## src/rtl/gpu_pkg.sv

```systemverilog
// Shared types and constants for the frame-buffer arbiter and its round-robin picker.
package gpu_pkg;

    typedef enum logic [1:0] {
        IDLE    = 2'd0,
        ACCESS  = 2'd1,
        RD_WAIT = 2'd2
    } arb_state_t;

    localparam int NUM_REQ = 3;

    localparam logic [1:0] REQ_DRAW  = 2'd0;
    localparam logic [1:0] REQ_ALPHA = 2'd1;
    localparam logic [1:0] REQ_DISP  = 2'd2;

    // Requester index successor, wrapping modulo NUM_REQ.
    function automatic logic [1:0] next_idx(input logic [1:0] i);
        return (i == 2'd2) ? 2'd0 : i + 2'd1;
    endfunction

    function automatic logic [NUM_REQ-1:0] req_onehot(input logic [1:0] i);
        return NUM_REQ'(1) << i;
    endfunction

endpackage

```

## src/rtl/rr_picker.sv

```systemverilog
// Combinational round-robin winner selection with a display-urgent override.
module rr_picker
    import gpu_pkg::*;
(
    input  logic [NUM_REQ-1:0] req,
    input  logic [1:0]         rr_ptr,
    input  logic               urgent,
    output logic [1:0]         winner,
    output logic               valid,
    output logic               adv_ptr
);

    logic [1:0] cand1;
    logic [1:0] cand2;

    always_comb begin
        cand1   = next_idx(rr_ptr);
        cand2   = next_idx(cand1);
        winner  = REQ_DRAW;
        valid   = |req;
        adv_ptr = 1'b0;
        // An urgent display win leaves the rotation untouched.
        if (urgent && req[REQ_DISP]) begin
            winner = REQ_DISP;
        end else if (req[rr_ptr]) begin
            winner  = rr_ptr;
            adv_ptr = 1'b1;
        end else if (req[cand1]) begin
            winner  = cand1;
            adv_ptr = 1'b1;
        end else if (req[cand2]) begin
            winner  = cand2;
            adv_ptr = 1'b1;
        end
    end

endmodule

```

## src/rtl/frame_buffer_arbiter.sv

```systemverilog
// Single-port frame-buffer SRAM arbiter for draw, alpha and display requesters.
// One transaction in flight; round-robin with a display-urgent override.
module frame_buffer_arbiter
    import gpu_pkg::*;
#(
    parameter int ADDR_W = 19,
    parameter int DATA_W = 16,
    parameter int RD_LAT = 2
) (
    input  logic                            clk,
    input  logic                            n_rst,
    input  logic [NUM_REQ-1:0]              req,
    input  logic [NUM_REQ-1:0]              we,
    input  logic [NUM_REQ-1:0][ADDR_W-1:0]  addr,
    input  logic [NUM_REQ-1:0][DATA_W-1:0]  wdata,
    input  logic                            disp_urgent,
    output logic [NUM_REQ-1:0]              gnt,
    output logic [NUM_REQ-1:0]              rvalid,
    output logic [DATA_W-1:0]               rdata,
    output logic                            busy,
    output logic                            sram_en,
    output logic                            sram_we,
    output logic [ADDR_W-1:0]               sram_addr,
    output logic [DATA_W-1:0]               sram_wdata,
    input  logic [DATA_W-1:0]               sram_rdata,
    output arb_state_t                      dbg_state
);

    // Handshake: a requester raises req[i] with we/addr/wdata stable and holds
    // them until gnt[i] pulses; req is only sampled in IDLE, and a command that
    // has been captured always completes. Reads return later as an rvalid[i] pulse.

    localparam int               LAT_W    = (RD_LAT > 1) ? $clog2(RD_LAT) : 1;
    localparam logic [LAT_W-1:0] LAT_LOAD = LAT_W'(RD_LAT - 1);

    arb_state_t       state;
    arb_state_t       state_d;
    logic [1:0]       rr_ptr;
    logic [1:0]       owner;
    logic [1:0]       winner;
    logic             pick_valid;
    logic             adv_ptr;
    logic [LAT_W-1:0] lat_cnt;
    logic             load_cmd;
    logic             load_lat;
    logic             capture;

    rr_picker u_picker (
        .req     (req),
        .rr_ptr  (rr_ptr),
        .urgent  (disp_urgent),
        .winner  (winner),
        .valid   (pick_valid),
        .adv_ptr (adv_ptr)
    );

    always_ff @(posedge clk or negedge n_rst) begin
        if (!n_rst) begin
            state <= IDLE;
        end else begin
            state <= state_d;
        end
    end

    always_comb begin
        state_d  = state;
        load_cmd = 1'b0;
        load_lat = 1'b0;
        capture  = 1'b0;
        case (state)
            IDLE: begin
                if (pick_valid) begin
                    state_d  = ACCESS;
                    load_cmd = 1'b1;
                end
            end
            ACCESS: begin
                // sram_we still carries the owner's direction during ACCESS.
                if (sram_we) begin
                    state_d = IDLE;
                end else begin
                    state_d  = RD_WAIT;
                    load_lat = 1'b1;
                end
            end
            RD_WAIT: begin
                if (lat_cnt == '0) begin
                    state_d = IDLE;
                    capture = 1'b1;
                end
            end
            default: state_d = IDLE;
        endcase
    end

    always_ff @(posedge clk or negedge n_rst) begin
        if (!n_rst) begin
            rr_ptr     <= REQ_DRAW;
            owner      <= REQ_DRAW;
            lat_cnt    <= '0;
            gnt        <= '0;
            rvalid     <= '0;
            rdata      <= '0;
            sram_en    <= 1'b0;
            sram_we    <= 1'b0;
            sram_addr  <= '0;
            sram_wdata <= '0;
        end else begin
            gnt     <= '0;
            rvalid  <= '0;
            sram_en <= load_cmd;
            if (load_cmd) begin
                owner      <= winner;
                gnt        <= req_onehot(winner);
                sram_we    <= we[winner];
                sram_addr  <= addr[winner];
                sram_wdata <= wdata[winner];
                if (adv_ptr) begin
                    rr_ptr <= next_idx(winner);
                end
            end else begin
                sram_we <= 1'b0;
            end
            if (load_lat) begin
                lat_cnt <= LAT_LOAD;
            end else if (state == RD_WAIT && lat_cnt != '0) begin
                lat_cnt <= lat_cnt - LAT_W'(1);
            end
            if (capture) begin
                rdata  <= sram_rdata;
                rvalid <= req_onehot(owner);
            end
        end
    end

    assign busy      = (state != IDLE);
    assign dbg_state = state;

endmodule
```

## config.mk

```make
export PLATFORM = sky130hd
export DESIGN_NAME = frame_buffer_arbiter
export DESIGN_NICKNAME = d
export VERILOG_FILES = /design/src/rtl/gpu_pkg.sv /design/src/rtl/rr_picker.sv /design/src/rtl/frame_buffer_arbiter.sv
export SDC_FILE = /design/constraint.sdc
export NUM_CORES = 1
export LEC_CHECK = 0
export ABC_AREA = 0
export CAP_MARGIN = 25
export CORE_MARGIN = 8
export CORE_UTILIZATION = 30
export CTS_CLUSTER_SIZE = 25
export DETAILED_ROUTE_END_ITERATION = 10
export MAX_ROUTING_LAYER = met4
export PLACE_DENSITY_LB_ADDON = 0.25
export RECOVER_POWER = 50
export SKIP_CTS_REPAIR_TIMING = 1
export SLEW_MARGIN = 10
export SYNTH_ARGS = -nofsm -noshare
export SYNTH_HDL_FRONTEND = slang
export SYNTH_SLANG_ARGS = --single-unit
```

## constraint.sdc

```tcl
create_clock -name clk -period 4.5 [get_ports clk]
set_clock_uncertainty 0.1 [all_clocks]
set_input_delay 0.9 -clock clk [delete_from_list [all_inputs] [get_ports clk]]
set_output_delay 0.9 -clock clk [all_outputs]
set_load 0.005 [all_outputs]
```

# == Word level (Yosys, flattened, before mapping) ==
# Index checks and enable logic that the tools add are counted.
# classes
add_sub_neg,4
mul,0
div_mod_pow,0
magnitude_cmp,4
eq_ne,7
shift,2
n_mux,38
bitwise_logic,0
reduce_logical,8
# ops
op,n
$bmux W19 S2,1
$bmux W16 S2,1
$mux W2,10
$mux W19,1
$mux W1,17
$mux W16,1
$lt A2 B3 Y1 const B,4
$bmux W1 S2,4
$eq A2 B2 Y1 const B,4
$add A2 B1 Y2 const B,3
$mux W3,2
$pmux W2 S3,1
$shl A1 B2 Y3 const A,2
$ne A2 B2 Y1 const B,2
$reduce_and A2 Y1,2
$reduce_bool A2 Y1,2
$reduce_or A3 Y1,1
$eq A2 B1 Y1 const B,1
$logic_and A1 B1 Y1,2
$logic_not A2 Y1,1
$sub A1 B1 Y1 const B,1
# totals
ff_bits,66
latch_bits,0
mem_bits_rw,0
rom_bits,0
inputBits,130
out_inout_bits,62
elab_cells,74
n_memories,0

# == Logic depth before layout (Yosys ltp) ==
# Gate-level depths: netlist of the first run.
# logic_depth
ltp_word,13
ltp_mapped,7
depth_no_buf,5

# == Modules after synthesis ==
# From an unflattened synthesis of the first run, not the netlist that was laid out.
# unflattened
cells_unflattened,323
hier_area_um2,3374.5
# by_module_without_submodules
mod,instances,cells_each,area_per_inst_um2,seq_area_each_um2
frame_buffer_arbiter,1,312,3300.7,1651.6
rr_picker,1,11,73.8,0.0

# == Least setup slack after synthesis of the first run ==
# No wires, ideal clock.
# synth_path
kind,input -> register
start,in req[0]
end,reg sram_addr[0]
setup_time_ps,128
arrival_time_ps,1808
t_required_ps,4272
setup_slack_ps,2464
stages,7
n_path_buf,2
cell_sequence,or2_1 -> o21ai_2 -> inv_2 -> buf_6 -> buf_2 -> nor2_1 -> a31oi_1
# synth_between
elab_chain_len,8
elab_cells_between_ends,15
classes_between,14 x mux; 1 x reduce/logical
# synth_rtl
item,line_no,text
start: declaration,frame_buffer_arbiter.sv:12,"input logic [NUM_REQ-1:0] req,"
$bmux W1 S2,rr_picker.sv:31,end else if (req[cand2]) begin
$mux W1 (implied by the code),rr_picker.sv:31,
$mux W2,rr_picker.sv:31,
$mux W2,rr_picker.sv:28,end else if (req[cand1]) begin
$mux W2,rr_picker.sv:25,end else if (req[rr_ptr]) begin
$mux W2,rr_picker.sv:23,if (urgent && req[REQ_DISP]) begin
$bmux W19 S2,frame_buffer_arbiter.sv:116,sram_addr <= addr[winner];
$mux W19 (implied by the code),frame_buffer_arbiter.sv:116,
end signal: assignment,frame_buffer_arbiter.sv:116,
end: declaration,frame_buffer_arbiter.sv:23,"output logic [ADDR_W-1:0] sram_addr,"
# Parallel ways exist; a longest one is shown, timed or not. The select of a mux whose other input is x is not followed.
# A chain may end at the register's enable or synchronous reset.

==> summary by stage, run 1 <==
Die
The floorplan die area is ~0.015 sq mm. The floorplan step set the die height to approximately 120 um. The initial cell density of the core is between 30% and 40%. around 190 I/O pins were placed.

The die is ~120 um wide. The total area inside the core boundary comes to about 0.011 sq mm. The row count is 38.

Synth
Counting flops with an async set or reset pin after synthesis yields a share of between 90% and 100%. After synthesis the cells add up to about 0.0033 sq mm. The cell type contributing the most total cell area after synthesis is dfrtp_1. When the netlist entered floorplanning its net count stood at slightly above 500. The synthesized design contains 0 enable-type register cells.

The distinct cell type count after synthesis is 33. The average instance in the mapped netlist occupies about 8.8 sq um. The dominant register cell in the synthesized netlist is dfrtp_1. The proportion of netlist area held by the largest area contributor is between 40% and 50%. The most common cell in the netlist is a31oi_1.

In the synthesized netlist, the number of instances is approximately 370. Ranked by instance count, the synthesized netlist is headed by a31oi_1, dfrtp_1, nand2_1, nor2_1, nand3_1. By area the synthesized netlist is led by dfrtp_1, a31oi_1, o211ai_1. The count of warnings emitted by yosys is 0. The proportion of synthesized chip area in sequential cells is between 40% and 50%. The flip-flop and latch count after synthesis is between 60 and 70.

Clock network
The CTS tree is done. The total number of clock tree sinks is 66. In this run the clock root is driven by a clkbuf_8. After clock tree synthesis, the clock-pin slew on the worst setup and hold paths is ~0.06 ns. The maximum clock insertion buffer count is 2. In this run the number of H-tree levels came out at 3. Buffers inserted during clock tree synthesis total 9.

The clock latency reported for the late side of the worst-skew pair is between 0.3 and 0.4 ns.

Timing
Setup repair after global routing left no endpoint under its margin. The setup TNS is 0 ns. The worst path uses a little over three fifths of the clock period.

The final setup violation count is 0. The worst-margin pin slew is between 1.5 and 2 ns. Headroom to the max-slew limit came out at -20.4%.

The worst path meets setup with 1.69 ns of slack. The count of pins over their slew limit is 35. Counting I/O delays and the setup requirement, the final critical path takes approximately 2.8 ns. The hold violation total from the final report is 0. The maximum achievable frequency is 356 MHz.

Place
The worst setup timing slack at the placement stage is 1.34 ns. The congestion estimate from routability-driven global placement came to ~0.8. The half-perimeter wire length after detailed placement is about 9.6 mm.

The total of buffers placed on input and output ports is 191.

Power
The largest voltage drop on the vdd net is around 200 uV. The power per standard cell area is 581 mW/mm^2. The reported leakage power is 2.18 nW.

Run
Across the run, the number of max-cap violations was 1.

Worst setup path
The worst endpoint required time is around 4.8 ns. On the worst path, the slowest cell contributes a delay of 1.27 ns. By startpoint and endpoint, the worst setup path is classified as in -> async. Among all stages on the critical path, the largest delay is contributed by clkbuf_1. The cell family contributing the most delay on the critical path is buffers and inverters. The element type at the critical path start is an input pin.

For the worst setup path, the data arrival time is between 3 and 4 ns. Walking the worst path, the cells encountered are clkbuf_1 > clkbuf_2. The kind of end point of the critical path is an async pin. In this run the worst path has a maximum fanout of 34. The number of buffer and inverter stages on the critical path is 2.

Global route
The number of antenna violations at the first check in global routing is 0. Global routing finished with a remaining overflow of 0. The pin count of the biggest net entering global routing is 43. The via count of the first global-routing pass is between 3000 and 4000. The first global-routing pass estimated approximately 21 mm of wire. Global routing used between 10% and 20% of the available tracks across all layers.

Status
The run finished, with violations left. The checks that failed: max-capacitance violations, max-slew violations.

Finish
The fraction of final layout cells sized beyond drive strength 1 is about 5.3%. Compared with the post-synthesis result, the final layout area differs by 64.3%. The repair_antennas step left the layout with diodes totalling 0. For this run, the post-layout net count is between 600 and 700.

Drt
The number of detailed-routing iterations run before antenna repair is 4. For this block, the routed nets add up to approximately 13 mm of wire. The detailed-route wire length per cell is 19.1 um. For this run, design rule violations remaining after detail routing come to 0.

For this block, the initial DRC count from the detailed router was between 150 and 200. The number of nets with antenna violations after routing is 0. The via density per instance is about 5.2. The via count is roughly 3600.

Worst hold path
The path class of the tightest hold or removal check is reg -> reg.
==> worst paths after layout <==
| kind | start | depth (start not counted) | slack [ns] | to |
|---|---|---|---|---|
| setup / recovery | n_rst | 2 | 1.69 | sram_addr[14]$_DFFE_PN0P_ |
| hold / removal | rdata[9]$_DFFE_PN0P_ | 2 | 0.37 | rdata[9]$_DFFE_PN0P_ |
| setup reg to reg | rr_ptr[1]$_DFFE_PN0P_ | 5 | 2.22 | sram_addr[4]$_DFFE_PN0P_ |
| hold reg to reg | rdata[9]$_DFFE_PN0P_ | 2 | 0.37 | rdata[9]$_DFFE_PN0P_ |
| max in group clk | req[1] | 6 | 1.72 | sram_we$_DFF_PN0_ |
| min in group asynchronous | n_rst | 1 | 0.93 | rr_ptr[1]$_DFFE_PN0P_ |
==> cell type report <==
type                    instances  area [sq um]
well taps                     140           175
multi-input cells             263          1440
fillers                      1019          5360
repair buffers                196          1940
inverters                       8          30.0
flip-flops and latches         66          1650
clock buffers                  12           145
clock inverters                 4          51.3
==> routing by layer <==
metal | routed length, um | vias up | GRT usage, %
met1 | 5430 | 1685 | 20.1
li1 | - | 1699 | -
met2 | 5960 | 206 | 28.6
met5 | 0 | - | -
met4 | 336 | 0 | 8.20
met3 | 1420 | 27 | 7.54
==> sequential cells by signal (all words and copies together) (netlist names) <==
name        cells
sram_addr      19
rdata          16
sram_wdata     16
gnt             3
rvalid          3
dbg_state       2
owner           2
rr_ptr          2
lat_cnt         1
sram_en         1
sram_we         1
==> kinds of logic after synthesis <==
| family | count (synthesis) | synth area share [%] |
|---|---|---|
| flops | 66 | 49.9 |
| buf+inv | 45 | 6.85 |
| compound gates | 118 | 24.1 |
| mux | 1 | 0.303 |
| simple gates | 144 | 18.8 |
==> report_power, final <==
group | internal, mW | switching [mW] | leakage [nW]
sequential | 0.879 | 0.164 | 0.784
combinational | 0.833 | 0.775 | 1.30
clock | 0.272 | 0.235 | 0.0966
total | 1.98 | 1.17 | 2.18
==> cells in the final DEF (no fill, tap or decap), drive strengths merged, types with 2 or more instances in the layout <==
master,n
a21oi,3
clkbuf,14
o21ai,6
inv,8
buf,5
nand3,36
clkinv,2
o211ai,35
nor2,40
nand2,57
nor3b,2
dlygate4sd3,10
a31oi,70
nand2b,2
dfrtp,66
clkdlybuf4s50,179
==> tightest hold or removal path, delay by kind of cell, from the launching register on <==
kind,cells,cell delay (ns)
DFF,1,0.33
and+or+nand+nor,2,0.11
==> metrics by stage <==
step	hold WS, ns	util [%]	cells	area (sq um)	total power, mW
5_1_grt	0.405	50.3	689	5430	3.40
3_3_place_gp	0.359	48.6	673	5240	2.66
2_1_floorplan	0.345	-	374	3310	1.83
3_5_place_dp	0.363	48.6	673	5240	2.70
6_report	0.371	50.3	689	5430	3.16
4_1_cts	0.377	50.4	689	5440	3.21
(Power assumes the default switching activity.)
==> run 2: changes to the inputs <==
- clock period: 4.5 -> 2.34 ns (I/O delays scaled with it)
==> summary by stage, run 2 (synthesized netlist as in run 1, its figures left out) <==
Timing
The maximum achievable frequency is between 400 and 500 MHz. The final setup violation count is 0 (unchanged). Of the available clock period, the critical path in the final layout requires 93.8%. The count of pins over their slew limit is 67 (+91%). The setup TNS is 0 ns (unchanged). The worst-case headroom to the max-slew limit is -8.60% (+12 points). Setup repair after global routing left no endpoint under its margin. The post-route minimum period is 2.19 ns. The hold violation total from the final report is 0 (unchanged). The post-route worst hold slack is 0.379 ns (+0.00731 ns).

The worst-margin pin slew was 1.63 ns (-0.177 ns).

Place
The placed instance area is 0.00537 sq mm (+2.5%). The total of buffers placed on input and output ports came to 191 (unchanged). The half-perimeter wire length after detailed placement is 9.70 mm (+1.2%).

The routability congestion estimate from global placement is 0.835 (+4.5%).

Finish
The largest registers in the layout are sram_addr: 19 flops, rdata: 16 flops, sram_wdata: 16 flops. The fraction of final layout cells sized beyond drive strength 1 is 6.45% (+1.2 points). Leaving out fill and tap cells, the most frequent cell in the layout is clkdlybuf4s50_1.

The area growth from synthesis to final layout is 67.8%. The number of nets in the layout is 683 (+1.3%). The flip-flop count of the largest register after layout is 19 (unchanged).

The number of diodes is 0 (unchanged). The library cells used most frequently in the layout, excluding fill and tap cells, are clkdlybuf4s50_1, a31oi_1, dfrtp_1, nand2_1, nor2_1. The top register by number of flip-flops is sram_addr. The total non-filler cell area in the finished layout is 0.00555 sq mm (+2.1%).

Worst setup path
The depth of the worst register-to-register path is 6 (+1). The worst setup path is launched from a flop. The signal on the critical path passes through nor2_1 > inv_1 > clkdlybuf4s50_1. The cell with the biggest individual delay on the critical path is clkdlybuf4s50_1. The worst endpoint required time is 1.77 ns (-2.99 ns). The maximum fanout along the worst path was 7 (-79%). The highest cell delay on the worst timing path is 0.46 ns (-0.81 ns). The worst setup slack for register-to-register paths was 0.45 ns (-1.77 ns). The number of buffer and inverter stages on the critical path is 2 (unchanged). The number of logic stages on the critical path including buffering is 3 (+1). The arrival time reported for the critical path endpoint is 1.63 ns (-1.45 ns). Grouping stages by cell kind, the critical path spends the most delay in buffers and inverters. The worst setup path is captured at an output port. The startpoint-to-endpoint class of the critical path is reg -> out.

Clock network
The maximum clock insertion buffer count is 2 (unchanged). The cell chosen for the clock root is clkbuf_8. The clock latency reported for the late side of the worst-skew pair was 0.34 ns (about the same). The H-tree depth was 3 (unchanged). The CTS buffer count was 9 (unchanged). The total number of clock tree sinks is 66 (unchanged).

The clock-pin slew reported for the worst setup and hold paths after clock tree synthesis is 0.07 ns (about the same). The CTS tree is done.

Power
The largest voltage drop on the vdd net was 432 uV (+120%). The power per standard cell area is 1120 mW/mm^2 (+93%). The reported leakage power is 2.23 nW (+2.1%).

Global route
The pin count of the biggest net entering global routing is 73 (+70%). The number of antenna violations at the first check in global routing came to 0 (unchanged). The global-route congestion overflow total is 0 (unchanged). The total global routing track utilization was 17.7% (-0.59 points). The via count of the first global-routing pass is 3900 (-0.61%).

The wire length of the first global-routing pass is 19.9 mm (-3.5%).

Status
The checks that failed: max-capacitance violations, max-slew violations. The run finished, with violations left.

Die
The row count came to 38 (unchanged). The core outline area came to 0.0108 sq mm (unchanged). The die width came to 121 um (unchanged). The floorplan die area is 0.0146 sq mm (unchanged). The top-level I/O count is 192 (unchanged). The height of the die was 121 um (unchanged). The initial cell density of the core is 30.6% (unchanged).

Drt
The violation count after the first detailed-routing iteration is 180 (+15%). The number of nets with antenna violations after routing is 0 (unchanged). The DRC violations left is 0 (unchanged). The via count came to 3611 (-0.17%). The number of detailed-routing iterations run before antenna repair is 5 (+1). The via density per instance is 5.17 (-1.5%).

The detailed-route wire length per cell was 18.6 um (-2.7%). The total routed wirelength is 13.0 mm (-1.4%).

Worst hold path
The count of cells along the worst hold path is 1 (-1). The class of the tightest hold or removal check is reg -> reg.

Run
The number of maximum-capacitance violations came to 1 (unchanged).
run 2: path summary, 6_finish.rpt:
path	from	to
hold / removal	owner[1]$_DFFE_PN0P_	rvalid[1]$_DFF_PN0_
hold reg to reg	owner[1]$_DFFE_PN0P_	rvalid[1]$_DFF_PN0_
setup reg to reg	dbg_state[1]$_DFFE_PN0P_	sram_addr[5]$_DFFE_PN0P_
min in group asynchronous	n_rst	rdata[4]$_DFFE_PN0P_
setup / recovery	dbg_state[1]$_DFFE_PN0P_	busy
max in group asynchronous	n_rst	sram_addr[16]$_DFFE_PN0P_
run 2: area by class of cell:
cell class | count | area, sq um
Fill cell | 1004 | 5250
Timing Repair Buffer | 205 | 2050
Sequential cell | 66 | 1650
Multi-Input combinational cell | 263 | 1440
Tap cell | 140 | 175
Clock buffer | 12 | 145
Clock inverter | 4 | 51.3
Inverter | 8 | 30.0
run 2: where the power goes:
group | total [mW] | switching [mW] | internal, mW
clock | 0.959 | 0.437 | 0.522
sequential | 2.02 | 0.329 | 1.69
combinational | 3.23 | 1.51 | 1.72
total | 6.21 | 2.28 | 3.93
run 2: metal layers:
layer	vias up	GRT usage, %	share of wire [%]
met5	-	-	0
met4	0	7.03	2.1
met3	20	7.45	12
met2	202	28.3	46
met1	1665	19.3	40
li1	1724	-	-
run 2: through the flow:
stage | utilization (%) | setup WS, ns | power (mW) | std cells
3_3_place_gp | 49.8 | 0.209 | 5.26 | 682
6_report | 51.4 | 0.145 | 6.21 | 698
4_1_cts | 51.6 | 0.115 | 6.31 | 698
5_1_grt | 51.4 | 0.0496 | 6.67 | 698
3_5_place_dp | 49.8 | 0.113 | 5.34 | 682
2_1_floorplan | - | 0.736 | 3.52 | 374
